===== src/rtl/fifo_pkg.sv =====
// Shared types and helpers for the FIFO write-side arbitration logic.
package fifo_pkg;

  typedef enum logic {
    IDLE   = 1'b0,
    LOCKED = 1'b1
  } arb_state_e;

  // Modulo increment that also works when n is not a power of two.
  function automatic int rr_next(input int ptr, input int n);
    return (ptr + 1 >= n) ? 0 : ptr + 1;
  endfunction

endpackage


===== src/rtl/rr_pick.sv =====
// Rotating-priority picker: first asserted request at or above rr_ptr, wrapping modulo NREQ.
module rr_pick #(
  parameter int NREQ = 4,
  localparam int PW  = $clog2(NREQ)
) (
  input  logic [NREQ-1:0] req,
  input  logic [PW-1:0]   rr_ptr,
  output logic [PW-1:0]   sel,
  output logic            any
);

  // Scan from farthest to nearest so the closest hit to rr_ptr is the last assignment.
  always_comb begin
    sel = '0;
    any = 1'b0;
    for (int k = NREQ - 1; k >= 0; k--) begin
      if (req[(int'(rr_ptr) + k) % NREQ]) begin
        sel = PW'((int'(rr_ptr) + k) % NREQ);
        any = 1'b1;
      end
    end
  end

endmodule


===== src/rtl/fifo_wr_arbiter.sv =====
// Round-robin arbiter sharing one FIFO write port among NREQ producers,
// with burst locking up to MAX_BURST beats and full-flag backpressure.
//
// state  | meaning
// IDLE   | free arbitration from rr_ptr, single beats or burst start
// LOCKED | port held by owner until req_last or MAX_BURST beats
module fifo_wr_arbiter
  import fifo_pkg::*;
#(
  parameter int NREQ      = 4,
  parameter int DWIDTH    = 16,
  parameter int MAX_BURST = 4,
  localparam int PW       = $clog2(NREQ),
  localparam int CW       = $clog2(MAX_BURST + 1)
) (
  input  logic                   clk,
  input  logic                   rst,
  input  logic [NREQ-1:0]        req,
  input  logic [NREQ*DWIDTH-1:0] req_data,
  input  logic [NREQ-1:0]        req_last,
  output logic [NREQ-1:0]        ack,
  input  logic                   fifo_full,
  output logic                   fifo_wr_en,
  output logic [DWIDTH-1:0]      fifo_wr_data,
  output logic [PW-1:0]          owner,
  output logic                   locked
);

  arb_state_e    state;
  logic [PW-1:0] rr_ptr;
  logic [CW-1:0] beat_cnt;
  logic [PW-1:0] pick_sel;
  logic          pick_any;
  logic [PW-1:0] sel;
  logic          cand;
  logic          accept;

  rr_pick #(.NREQ(NREQ)) u_rr_pick (
    .req    (req),
    .rr_ptr (rr_ptr),
    .sel    (pick_sel),
    .any    (pick_any)
  );

  // While reset is held the handshake is suppressed even though state already reads IDLE.
  always_comb begin
    sel          = (state == LOCKED) ? owner : pick_sel;
    cand         = (state == LOCKED) ? req[owner] : pick_any;
    accept       = cand & ~fifo_full & rst;
    ack          = '0;
    if (accept) ack[sel] = 1'b1;
    fifo_wr_en   = accept;
    fifo_wr_data = cand ? req_data[sel*DWIDTH +: DWIDTH] : '0;
  end

  assign locked = (state == LOCKED);

  always_ff @(posedge clk or negedge rst) begin
    if (!rst) begin
      state    <= IDLE;
      rr_ptr   <= '0;
      beat_cnt <= '0;
      owner    <= '0;
    end else if (accept) begin
      case (state)
        IDLE: begin
          owner    <= sel;
          beat_cnt <= CW'(1);
          if (req_last[sel] || MAX_BURST == 1) begin
            rr_ptr <= PW'(rr_next(int'(sel), NREQ));
          end else begin
            state <= LOCKED;
          end
        end
        LOCKED: begin
          if (req_last[owner] || (int'(beat_cnt) + 1 >= MAX_BURST)) begin
            state    <= IDLE;
            rr_ptr   <= PW'(rr_next(int'(owner), NREQ));
            beat_cnt <= '0;
          end else begin
            beat_cnt <= beat_cnt + CW'(1);
          end
        end
        default: state <= IDLE;
      endcase
    end
  end

endmodule


===== config.mk =====
export PLATFORM = sky130hd
export DESIGN_NAME = fifo_wr_arbiter
export DESIGN_NICKNAME = d
export VERILOG_FILES = /design/src/rtl/fifo_pkg.sv /design/src/rtl/rr_pick.sv /design/src/rtl/fifo_wr_arbiter.sv
export SDC_FILE = /design/constraint.sdc
export NUM_CORES = 1
export LEC_CHECK = 0
export CAP_MARGIN = 20
export CORE_MARGIN = 2
export CORE_UTILIZATION = 29
export CTS_CLUSTER_DIAMETER = 120
export CTS_CLUSTER_SIZE = 20
export DETAILED_ROUTE_END_ITERATION = 10
export GPL_TIMING_DRIVEN = 1
export PLACE_DENSITY = 0.76
export SYNTH_ARGS = -nofsm -noshare
export SYNTH_HDL_FRONTEND = slang
export SYNTH_HIERARCHICAL = 1
export SYNTH_SLANG_ARGS = --single-unit

===== constraint.sdc =====
create_clock -name clk -period 2.4 [get_ports clk]
set_clock_uncertainty 0.15 [all_clocks]
set_input_delay 0.36 -clock clk [delete_from_list [all_inputs] [get_ports clk]]
set_output_delay 0.36 -clock clk [all_outputs]
set_load 0.1 [all_outputs]

; Word-level counts from Yosys, hierarchy flattened
; Cells that the tools add are included.
[totals]
latch_bits = 0
romBits = 0
mem_bits_rw = 0
input_bits = 75
mem_count = 0
elab_cells = 79
out_inout_bits = 24
regBits = 8
[op_classes]
mux = 41
shift = 1
n_mul = 0
div_mod_pow = 0
add_sub_neg = 7
bitwise = 7
magnitude_cmp = 10
eq_ne = 2
n_reduce_logical = 7
[op_table]
columns = cell, count
row1 = 64-bit by 7-bit indexed part select with 16-bit output, 1
row2 = 1-bit two-way mux, 18
row3 = 2-bit two-way mux, 9
row4 = 16-bit two-way mux, 1
row5 = 1-bit binary-select mux with 2-bit select, 7
row6 = "3-bit by 4-bit less-than comparator with 1-bit output, second input constant", 3
row7 = "2-bit by 3-bit less-than comparator with 1-bit output, second input constant", 3
row8 = "2-bit by 1-bit adder with 3-bit output, second input constant", 2
row9 = "3-bit greater-or-equal comparator, second input constant", 2
row10 = 3-bit one-hot mux with 2 select lines, 1
row11 = 2-bit OR reduction, 3
row12 = "2-bit adder, second input constant", 2
row13 = "3-bit by 1-bit adder with 4-bit output, second input constant", 1
row14 = "4-bit by 3-bit greater-or-equal comparator with 1-bit output, second input constant", 1
row15 = 4-bit two-way mux, 1
row16 = 2-bit one-hot mux with 2 select lines, 1
row17 = "3-bit by 1-bit adder with 3-bit output, second input constant", 1
row18 = "1-bit AND, first input constant", 3
row19 = 3-bit two-way mux, 1
row20 = 3-bit AND reduction, 1
row21 = "2-bit by 1-bit adder with 2-bit output, second input constant", 1
row22 = 1-bit AND, 2
row23 = 1-bit demux with 2-bit select, 1
row24 = "2-bit by 1-bit greater-or-equal comparator with 1-bit output, second input constant", 1
row25 = other kinds (7), 8

; Longest topological paths before layout
; Gate-level depths: netlist of run 1.
[logic_depth]
depth_word = 16
ltp_mapped = 9

; Hierarchy
; Netlist of run 1, hierarchy kept.
[modules_own_cells]
columns = module, n_inst, area_each_um2, cells_per_inst, seq_area_each_um2
row1 = fifo_wr_arbiter, 1, 1111.1, 97, 200.2
row2 = rr_pick, 1, 77.6, 13, 0.0

; Least setup slack after synthesis of run 1
; Ideal clock, no wire load.
[synth_path]
kind = register to output
from = register state (netlist: locked)
to = output ack[0]
slack_ns = -1.525
t_arrival_ns = 3.415
stages_incl_launch_ff = 5
cell_sequence = dfrtp_1 -> buf_2 -> o221ai_2 -> nor2_2 -> and2_1
[synth_between]
elab_cells_between_ends = 10
[synth_lines]
columns = element, line_no
row1 = start: declaration, fifo_wr_arbiter.sv:29  ; arb_state_e state;
row2 = start signal: assignment, fifo_wr_arbiter.sv:60  ; state <= IDLE;
row3 = start signal: assignment, fifo_wr_arbiter.sv:72  ; state <= LOCKED;
row4 = start signal: assignment, fifo_wr_arbiter.sv:77  ; state <= IDLE;
row5 = 1-bit two-way mux, fifo_wr_arbiter.sv:48  ; cand = (state == LOCKED) ? req[owner] : pick_any;
row6 = 1-bit AND (2 in a row), fifo_wr_arbiter.sv:49  ; accept = cand & ~fifo_full & rst;
row7 = net fifo_wr_en, fifo_wr_arbiter.sv:23  ; output logic fifo_wr_en,
row8 = 4-bit two-way mux, fifo_wr_arbiter.sv:51  ; if (accept) ack[sel] = 1'b1;
row9 = end: declaration, fifo_wr_arbiter.sv:21  ; output logic [NREQ-1:0] ack,
; The timed path passes the listed nets, and every way through them passes these cells.

; Worst setup path after layout of run 1
[layout_path]
from = register rr_ptr[1]
to = output ack[1]
[layout_between]
elab_chain_cells = 14
elab_cells_between_ends = 32
[layout_rtl]
columns = element, line_no
row1 = start: declaration, fifo_wr_arbiter.sv:30  ; logic [PW-1:0] rr_ptr;
row2 = start signal: assignment, fifo_wr_arbiter.sv:70  ; rr_ptr <= PW'(rr_next(int'(sel), NREQ));
row3 = start signal: assignment, fifo_wr_arbiter.sv:78  ; rr_ptr <= PW'(rr_next(int'(owner), NREQ));
row4 = 2-bit adder, rr_pick.sv:17  ; if (req[(int'(rr_ptr) + k) % NREQ]) begin
row5 = 1-bit binary-select mux with 2-bit select, rr_pick.sv:17
row6 = 1-bit two-way mux (implied by the code) (2 in a row), rr_pick.sv:17
row7 = 2-bit two-way mux (3 in a row), rr_pick.sv:17
row8 = 2-bit two-way mux *, rr_pick.sv:17
row9 = net pick_sel[0], fifo_wr_arbiter.sv:32  ; logic [PW-1:0] pick_sel;
row10 = 2-bit two-way mux *, fifo_wr_arbiter.sv:47  ; sel = (state == LOCKED) ? owner : pick_sel;
row11 = 2-bit by 3-bit less-than comparator with 1-bit output (implied by the code) or 2-bit by 1-bit greater-or-equal comparator with 1-bit output (tied branches), fifo_wr_arbiter.sv:51
row12 = 1-bit logical AND (implied by the code), fifo_wr_arbiter.sv:51
row13 = 1-bit two-way mux (implied by the code), fifo_wr_arbiter.sv:51
row14 = 1-bit demux with 2-bit select *, fifo_wr_arbiter.sv:51
row15 = 4-bit two-way mux *, fifo_wr_arbiter.sv:51
; The timed path passes the listed nets; every way through them passes the cells marked *. The select of a mux whose other input is x is not followed.

==> load_flow_metrics.sql, run 1 <==
INSERT INTO impl_metrics (metric_group, metric, value, unit) VALUES
('outcome', 'run_status', 'complete, but fails checks', ''),
('outcome', 'failed_checks', 'negative setup slack', ''),
('detailed_routing', 'detail_route.drc_violations', '0', ''),
('synth', 'postSynthRegisterBits', '8', ''),
('cells_and_area', 'fill_cells', '271', ''),
('place', 'portBuffers', '98', ''),
('synth', 'netlist_top_cells_count', 'sky130_fd_sc_hd__nor2b_1, sky130_fd_sc_hd__mux4_2, sky130_fd_sc_hd__dfrtp_1, sky130_fd_sc_hd__mux2_2', ''),
('clock_tree', 'cts-buffers-inserted', '3', ''),
('synth', 'synth.cell_area', '0.001189', 'mm^2'),
('die', 'floorplan.die_area', '0.004627', 'mm^2'),
('place', 'finalWeightedCongestion', '0.8039', ''),
('timing', 'layout_setup_ws', '-431.0', 'ps'),
('global_route', 'grt_start_max_net_pins', '18', ''),
('worst_setup_path', 'ff2ff_setup_slack', '-120', 'ps'),
('die', 'dieHeight', '68.02', 'um'),
('hold_path', 'min_path_type', 'input pin to async pin', ''),
('worst_setup_path', 'critical_path.endpoint_type', 'output port', ''),
('detailed_routing', 'antenna_violating_nets_post_route', '0', ''),
('timing', 'final_min_period_over_clock_period', '118.0', '%'),
('synth', 'gate_count_of_the_mapped_netlist', '110', ''),
('global_route', 'overall_fraction_of_global_route_tracks_in_use', '20.67', '%'),
('detailed_routing', 'postRouteWirelength', '5041', 'um'),
('clock_tree', 'tritoncts_num_sinks', '8', ''),
('worst_setup_path', 'worst-endpoint-arrival', '2320', 'ps'),
('synth', 'post_synth_num_cell_types', '29', ''),
('die', 'floorplan.initialDensity', '29.93', '%'),
('clock_tree', 'worst_setup_hold_path_clk_slew', '40', 'ps'),
('cells_and_area', 'final_area', '0.002922', 'mm^2'),
('flow_run', 'cap_viol_max_count', '0', ''),
('worst_setup_path', 'setup.worst_path.class', 'flip-flop to output port', ''),
('global_route', 'grt_pass1_vias', '1489', ''),
('place', 'post_dp_cell_area', '0.002719', 'mm^2'),
('synth', 'synth-async-reset-ratio', '100.0', '%'),
('global_route', 'met2_use_gr', '38.11', '%'),
('synth', 'ys.flop_type', 'sky130_fd_sc_hd__dfrtp_1', ''),
('worst_setup_path', 'critical_path.startpoint_type', 'flip-flop', ''),
('timing', 'setup_repair_after_global_routing_missed_its_margin', 'yes', ''),
('die', 'rows', '23', ''),
('detailed_routing', 'vias_per_cell', '5.094', ''),
('global_route', 'antenna_found_initial', '0', ''),
('clock_tree', 'cts.htree.levels', '1', ''),
('detailed_routing', 'drt_first_pass_iters', '3', ''),
('cells_and_area', 'area_growth_syn_to_layout', '145.8', '%'),
('detailed_routing', 'dr_total_vias', '1416', ''),
('cells_and_area', 'antenna_fix_cells', '0', ''),
('place', 'hpwl', '3996', 'um'),
('global_route', 'grt_pass1_wl', '7072', 'um'),
('global_route', 'grt_overflow', '0', ''),
('global_route', 'met3_usage', '4.605', '%'),
('timing', 'drv_slew', '0', ''),
('timing', 'maxClockFrequency', '353.2', 'MHz'),
('die', 'core_area', '0.003971', 'mm^2'),
('clock_tree', 'cts_tree', 'done', ''),
('timing', 'finalHoldViolCount', '0', ''),
('cells_and_area', 'nNetsFinal', '309', ''),
('synth', 'synthesized_area_divided_by_synthesized_cell_count', '10.81', 'um^2'),
('cells_and_area', 'drive_gt1_share', '49.12', '%'),
('synth', 'synth_enable_flop_cells', '0', ''),
('global_route', 'use_met1', '22.12', '%'),
('die', 'io_pins', '99', ''),
('die', 'dieWidth', '68.02', 'um'),
('synth', 'ys_seq_area_share', '16.84', '%'),
('detailed_routing', 'route.detailed.wl_per_inst', '18.13', 'um'),
('timing', 'relSlewSlack', '77.87', '%'),
('clock_tree', 'clock-root-buffer', 'sky130_fd_sc_hd__clkbuf_8', ''),
('synth', 'yosysTopAreaCellShare', '30.32', '%'),
('timing', 'setup_viol', '22', ''),
('timing', 'max_slew.worst_pin.slew', '332.0', 'ps'),
('detailed_routing', 'drt_first_iter_violations', '32', ''),
('clock_tree', 'worst_skew_pair.late_latency', '230', 'ps'),
('global_route', 'gr-max-usage-layer', 'met2', ''),
('clock_tree', 'clockBufferDepth', '2', ''),
('worst_setup_path', 'timing.critical_path.required', '1890', 'ps'),
('worst_setup_path', 'crit_path_max_fanout', '6', ''),
('timing', 'finalWorstPathRequiredPeriod', '2831', 'ps'),
('synth', 'synth_largest_area_cell', 'sky130_fd_sc_hd__mux4_2', ''),
('synth', 'mappedNetlistNets', '190', ''),
('synth', 'ys_top_cells_by_area', 'sky130_fd_sc_hd__mux4_2, sky130_fd_sc_hd__dfrtp_1, sky130_fd_sc_hd__nor2b_1', ''),
('synth', 'post-synth-top-count-cell', 'sky130_fd_sc_hd__nor2b_1', ''),
('synth', 'synth-warning-count', '6', '');
==> stage by stage <==
stage / setup WS [ps] / utilization, % / hold slack, ps / cells / TNS [ps]
4_1_cts: -450.6 / 70.48 / 287.7 / 274 / -7529
3_5_place_dp: -600.4 / 68.46 / 383.7 / 268 / -11620
6_report: -431.0 / 73.57 / 287.0 / 278 / -7767
2_1_floorplan: -455.6 / - / -85.59 / 110 / -6264
3_3_place_gp: -567.0 / 68.46 / 349.6 / 268 / -10900
5_1_grt: -511.3 / 73.57 / 307.9 / 278 / -9686
==> state kept, by name, indices dropped and copies added (netlist names) <==
name,cells
owner,2
locked,1
beat_cnt,3
rr_ptr,2
==> final timing paths <==
kind | end | start | cells after the start
max in group asynchronous | owner[0] | rst | 2
worst min register to register | beat_cnt[1] | beat_cnt[1] | 1
worst min-delay path | locked | rst | 2
worst max register to register | rr_ptr[1] | rr_ptr[0] | 10
worst max-delay path | ack[1] | rr_ptr[1] | 11
min in group clk | beat_cnt[1] | beat_cnt[1] | 1
==> placed cells by master (no fill, tap or decap), types with 2 or more instances in the layout <==
cell                              instances
sky130_fd_sc_hd__clkdlybuf4s50_1         70
sky130_fd_sc_hd__ha_1                     3
sky130_fd_sc_hd__buf_12                  25
sky130_fd_sc_hd__nand2b_4                 2
sky130_fd_sc_hd__mux2i_1                  7
sky130_fd_sc_hd__a21oi_1                  2
sky130_fd_sc_hd__dfrtp_4                  2
sky130_fd_sc_hd__dfrtp_1                  4
sky130_fd_sc_hd__nand2_1                  5
sky130_fd_sc_hd__and2_4                   4
sky130_fd_sc_hd__nor2_1                   6
sky130_fd_sc_hd__buf_6                    4
sky130_fd_sc_hd__o32ai_1                  2
sky130_fd_sc_hd__nor2b_4                 16
sky130_fd_sc_hd__dlygate4sd2_1            2
sky130_fd_sc_hd__buf_4                   15
sky130_fd_sc_hd__dfrtp_2                  2
sky130_fd_sc_hd__mux4_2                  16
sky130_fd_sc_hd__nor3_1                   3
sky130_fd_sc_hd__mux2_2                   8
sky130_fd_sc_hd__inv_1                    2
sky130_fd_sc_hd__clkbuf_8                 3
sky130_fd_sc_hd__nand2b_1                 2
sky130_fd_sc_hd__ha_4                     2
==> per-layer routing <==
metal	vias up	routed length (um)	part of all wire, %
met5	-	0	0
met4	0	113	2.2
met3	12	455	9.0
met2	64	2680	53
met1	686	1791	36
li1	654	-	-
==> worst max-delay path, stage by stage, from the launching register on <==
cell	delay (ps)
sky130_fd_sc_hd__dfrtp_2	420
sky130_fd_sc_hd__mux2i_1	320
sky130_fd_sc_hd__a211oi_4	120
sky130_fd_sc_hd__mux2i_4	200
sky130_fd_sc_hd__inv_4	90
sky130_fd_sc_hd__clkbuf_16	160
sky130_fd_sc_hd__buf_4	130
sky130_fd_sc_hd__buf_6	110
sky130_fd_sc_hd__buf_6	110
sky130_fd_sc_hd__ha_4	140
sky130_fd_sc_hd__and2_4	140
sky130_fd_sc_hd__buf_12	160
==> cell type report <==
type                            instances  area [um^2]  share of cell area, %
Clock buffer                            4        45.04                  1.542
Inverter                                4        18.77                 0.6424
Multi-Input combinational cell         93         1169                  40.00
Sequential cell                         8        210.2                  7.195
Tap cell                               50        62.56                  2.141
Timing Repair Buffer                  119         1416                  48.48
==> logic make-up after synthesis <==
group           Yosys count  share of synthesized area (%)
simple gates             44                          20.32
xor+xnor                  1                         0.7370
buf+inv                   9                          4.315
compound gates           11                          7.578
fa+ha+maj                 5                          5.263
flops                     8                          16.84
mux                      32                          44.95
==> timing repair <==
| action | CTS | global route |
|---|---|---|
| gates cloned | 0 | 1 |
| setup buffers | 2 | 3 |
| setup endpoints to repair | 23 | 23 |
| pin swaps | 4 | 4 |
| gates resized for setup | 10 | 17 |
| hold buffers | 0 | 0 |
Power of run 1 is not shown: default switching activity piles up to over one toggle a cycle in this logic, so the estimate is an artifact.
==> run 2, diff against run 1 <==
Settings changed: CORE_MARGIN 2 to not set.
==> load_flow_metrics.sql, run 2 (synthesis results as in run 1) <==
INSERT INTO impl_metrics (metric_group, metric, value, unit) VALUES
('outcome', 'run_status', 'complete, but fails checks', ''),
('outcome', 'failed_checks', 'negative setup slack', ''),
('clock_tree', 'cts.htree.levels', '1', ''),
('die', 'rows', '22', ''),
('worst_setup_path', 'worst_r2r_endpoint', 'rr_ptr[1]', ''),
('timing', 'finalHoldViolCount', '0', ''),
('worst_setup_path', 'worst_setup_path_endpoint', 'fifo_wr_data[9]', ''),
('clock_tree', 'tritoncts_num_sinks', '8', ''),
('global_route', 'grt_start_max_net_pins', '13', ''),
('worst_setup_path', 'crit_path_max_fanout', '7', ''),
('timing', 'max_slew.worst_pin.slew', '339.2', 'ps'),
('clock_tree', 'holdBufCountCts', '0', ''),
('worst_setup_path', 'timing.critical_path.buf_inv', '3', ''),
('clock_tree', 'cts_tree', 'done', ''),
('cells_and_area', 'largest_reg_flops', '3', ''),
('clock_tree', 'cts-buffers-inserted', '3', ''),
('timing', 'drv_slew', '0', ''),
('global_route', 'grt_overflow', '0', ''),
('worst_setup_path', 'ff2ff_setup_slack', '-320', 'ps'),
('cells_and_area', 'most-common-layout-cells', 'sky130_fd_sc_hd__clkdlybuf4s50_1, sky130_fd_sc_hd__buf_12, sky130_fd_sc_hd__buf_4, sky130_fd_sc_hd__mux4_2, sky130_fd_sc_hd__nor2b_4', ''),
('cells_and_area', 'nNetsFinal', '313', ''),
('cells_and_area', 'antenna_fix_cells', '0', ''),
('cells_and_area', 'final_area', '0.002874', 'mm^2'),
('detailed_routing', 'drt_first_iter_violations', '40', ''),
('detailed_routing', 'postRouteWirelength', '4593', 'um'),
('timing', 'layout_setup_ws', '-402.5', 'ps'),
('detailed_routing', 'detail_route.drc_violations', '0', ''),
('worst_setup_path', 'critical_path.startpoint_type', 'flip-flop', ''),
('detailed_routing', 'drt_first_pass_iters', '4', ''),
('timing', 'fin_worst_hold_slack', '299.1', 'ps'),
('timing', 'setup_viol', '22', ''),
('worst_setup_path', 'setup.worst_path.class', 'flip-flop to output port', ''),
('die', 'core_area', '0.003799', 'mm^2'),
('timing', 'relSlewSlack', '77.21', '%'),
('die', 'floorplan.initialDensity', '31.29', '%'),
('worst_setup_path', 'critical-path-slowest-cell', 'sky130_fd_sc_hd__mux4_2', ''),
('global_route', 'overall_fraction_of_global_route_tracks_in_use', '22.02', '%'),
('worst_setup_path', 'r2r_start', 'rr_ptr[1]', ''),
('cells_and_area', 'largest_register', 'beat_cnt', ''),
('clock_tree', 'worst_setup_hold_path_clk_slew', '50', 'ps'),
('worst_setup_path', 'worst-endpoint-arrival', '2290', 'ps'),
('timing', 'finalWorstPathRequiredPeriod', '2802', 'ps'),
('place', 'portBuffers', '98', ''),
('clock_tree', 'worst_skew_pair.late_latency', '230', 'ps'),
('cells_and_area', 'fill_cells', '265', ''),
('timing', 'maxClockFrequency', '356.8', 'MHz'),
('hold_path', 'min_path_type', 'input pin to async pin', ''),
('global_route', 'grt_pass1_vias', '1580', ''),
('worst_setup_path', 'critical_path_cell_count', '9', ''),
('flow_run', 'cap_viol_max_count', '0', ''),
('place', 'hpwl', '3903', 'um'),
('detailed_routing', 'antenna_violating_nets_post_route', '0', ''),
('clock_tree', 'clockBufferDepth', '2', ''),
('detailed_routing', 'route.detailed.wl_per_inst', '16.40', 'um'),
('detailed_routing', 'dr_total_vias', '1406', ''),
('clock_tree', 'clock-root-buffer', 'sky130_fd_sc_hd__clkbuf_8', ''),
('global_route', 'grt_pass1_wl', '7293', 'um'),
('worst_setup_path', 'cell_family_with_most_cp_delay', 'multiplexers', ''),
('cells_and_area', 'layout_commonest_cell', 'sky130_fd_sc_hd__clkdlybuf4s50_1', ''),
('worst_setup_path', 'critical_path.endpoint_type', 'output port', ''),
('timing', 'setup_repair_after_global_routing_missed_its_margin', 'yes', ''),
('global_route', 'antenna_found_initial', '0', ''),
('worst_setup_path', 'worst_reg_to_reg_path_cell_count', '12', ''),
('cells_and_area', 'drive_gt1_share', '47.84', '%'),
('place', 'finalWeightedCongestion', '0.8162', ''),
('cells_and_area', 'reg_top3', 'beat_cnt x3, owner x2, rr_ptr x2', ''),
('worst_setup_path', 'slowest_cell_delay_on_critical_path', '500', 'ps'),
('die', 'dieHeight', '66.02', 'um'),
('timing', 'final_min_period_over_clock_period', '116.8', '%'),
('place', 'post_dp_cell_area', '0.002726', 'mm^2'),
('worst_setup_path', 'cp-startpoint', 'rr_ptr[1]', ''),
('worst_setup_path', 'critPathMostFrequentCell', 'sky130_fd_sc_hd__buf_12', ''),
('worst_setup_path', 'timing.critical_path.required', '1890', 'ps'),
('die', 'dieWidth', '66.02', 'um'),
('cells_and_area', 'area_growth_syn_to_layout', '141.8', '%'),
('detailed_routing', 'vias_per_cell', '5.021', ''),
('die', 'io_pins', '99', ''),
('worst_setup_path', 'cell_by_cell_trace_of_the_critical_path', 'nand2_1, nor2_1, a211oi_2, mux2i_4, inv_4, buf_12, mux4_2, nor2b_4, buf_12', ''),
('die', 'floorplan.die_area', '0.004359', 'mm^2');
## run 2: worst min-delay path by stage
stage,from,endpoint,slack [ps],depth (start not counted)
6_report,rst,owner[0],300,2
2_1_floorplan,rst,beat_cnt[0],-90,0
3_3_place_gp,beat_cnt[2],beat_cnt[2],350,1
4_1_cts,rst,owner[0],300,2
3_5_place_dp,beat_cnt[1],beat_cnt[1],380,1
5_1_grt,rst,owner[0],310,2
## run 2: layer usage
| layer | global-route usage [%] | share of wire [%] |
|---|---|---|
| met2 | 43.49 | 55 |
| met3 | 3.103 | 6.0 |
| met1 | 24.06 | 37 |
| met5 | 0 | 0 |
| met4 | 5.585 | 1.6 |
## run 2: area by class of cell
type                    count  area (um^2)  share of cell area [%]
clock buffers               4        45.04                   1.567
inverters                   4        18.77                  0.6530
multi-input cells          93         1121                   39.01
flip-flops and latches      8        210.2                   7.314
well taps                  48        60.06                   2.090
repair buffers            123         1419                   49.37
## run 2: what timing repair did
| item | CTS | global route |
|---|---|---|
| hold endpoints to repair | 0 | 0 |
| pin swaps | 3 | 4 |
| setup endpoints to repair | 23 | 22 |
| setup buffers | 6 | 1 |
| gates resized for setup | 12 | 4 |
## run 2: per-stage QoR
stage	instances	util (%)	TNS, ps	worst slack [ps]
final	280	75.66	-7975	-402.5
after floorplan	110	-	-6264	-455.6
after CTS	279	74.87	-8155	-417.1
after global routing	280	75.66	-9571	-472.6
after global placement	269	71.77	-10870	-561.0
after detailed placement	269	71.77	-12010	-608.4
Power of run 2 is left out for the same reason.
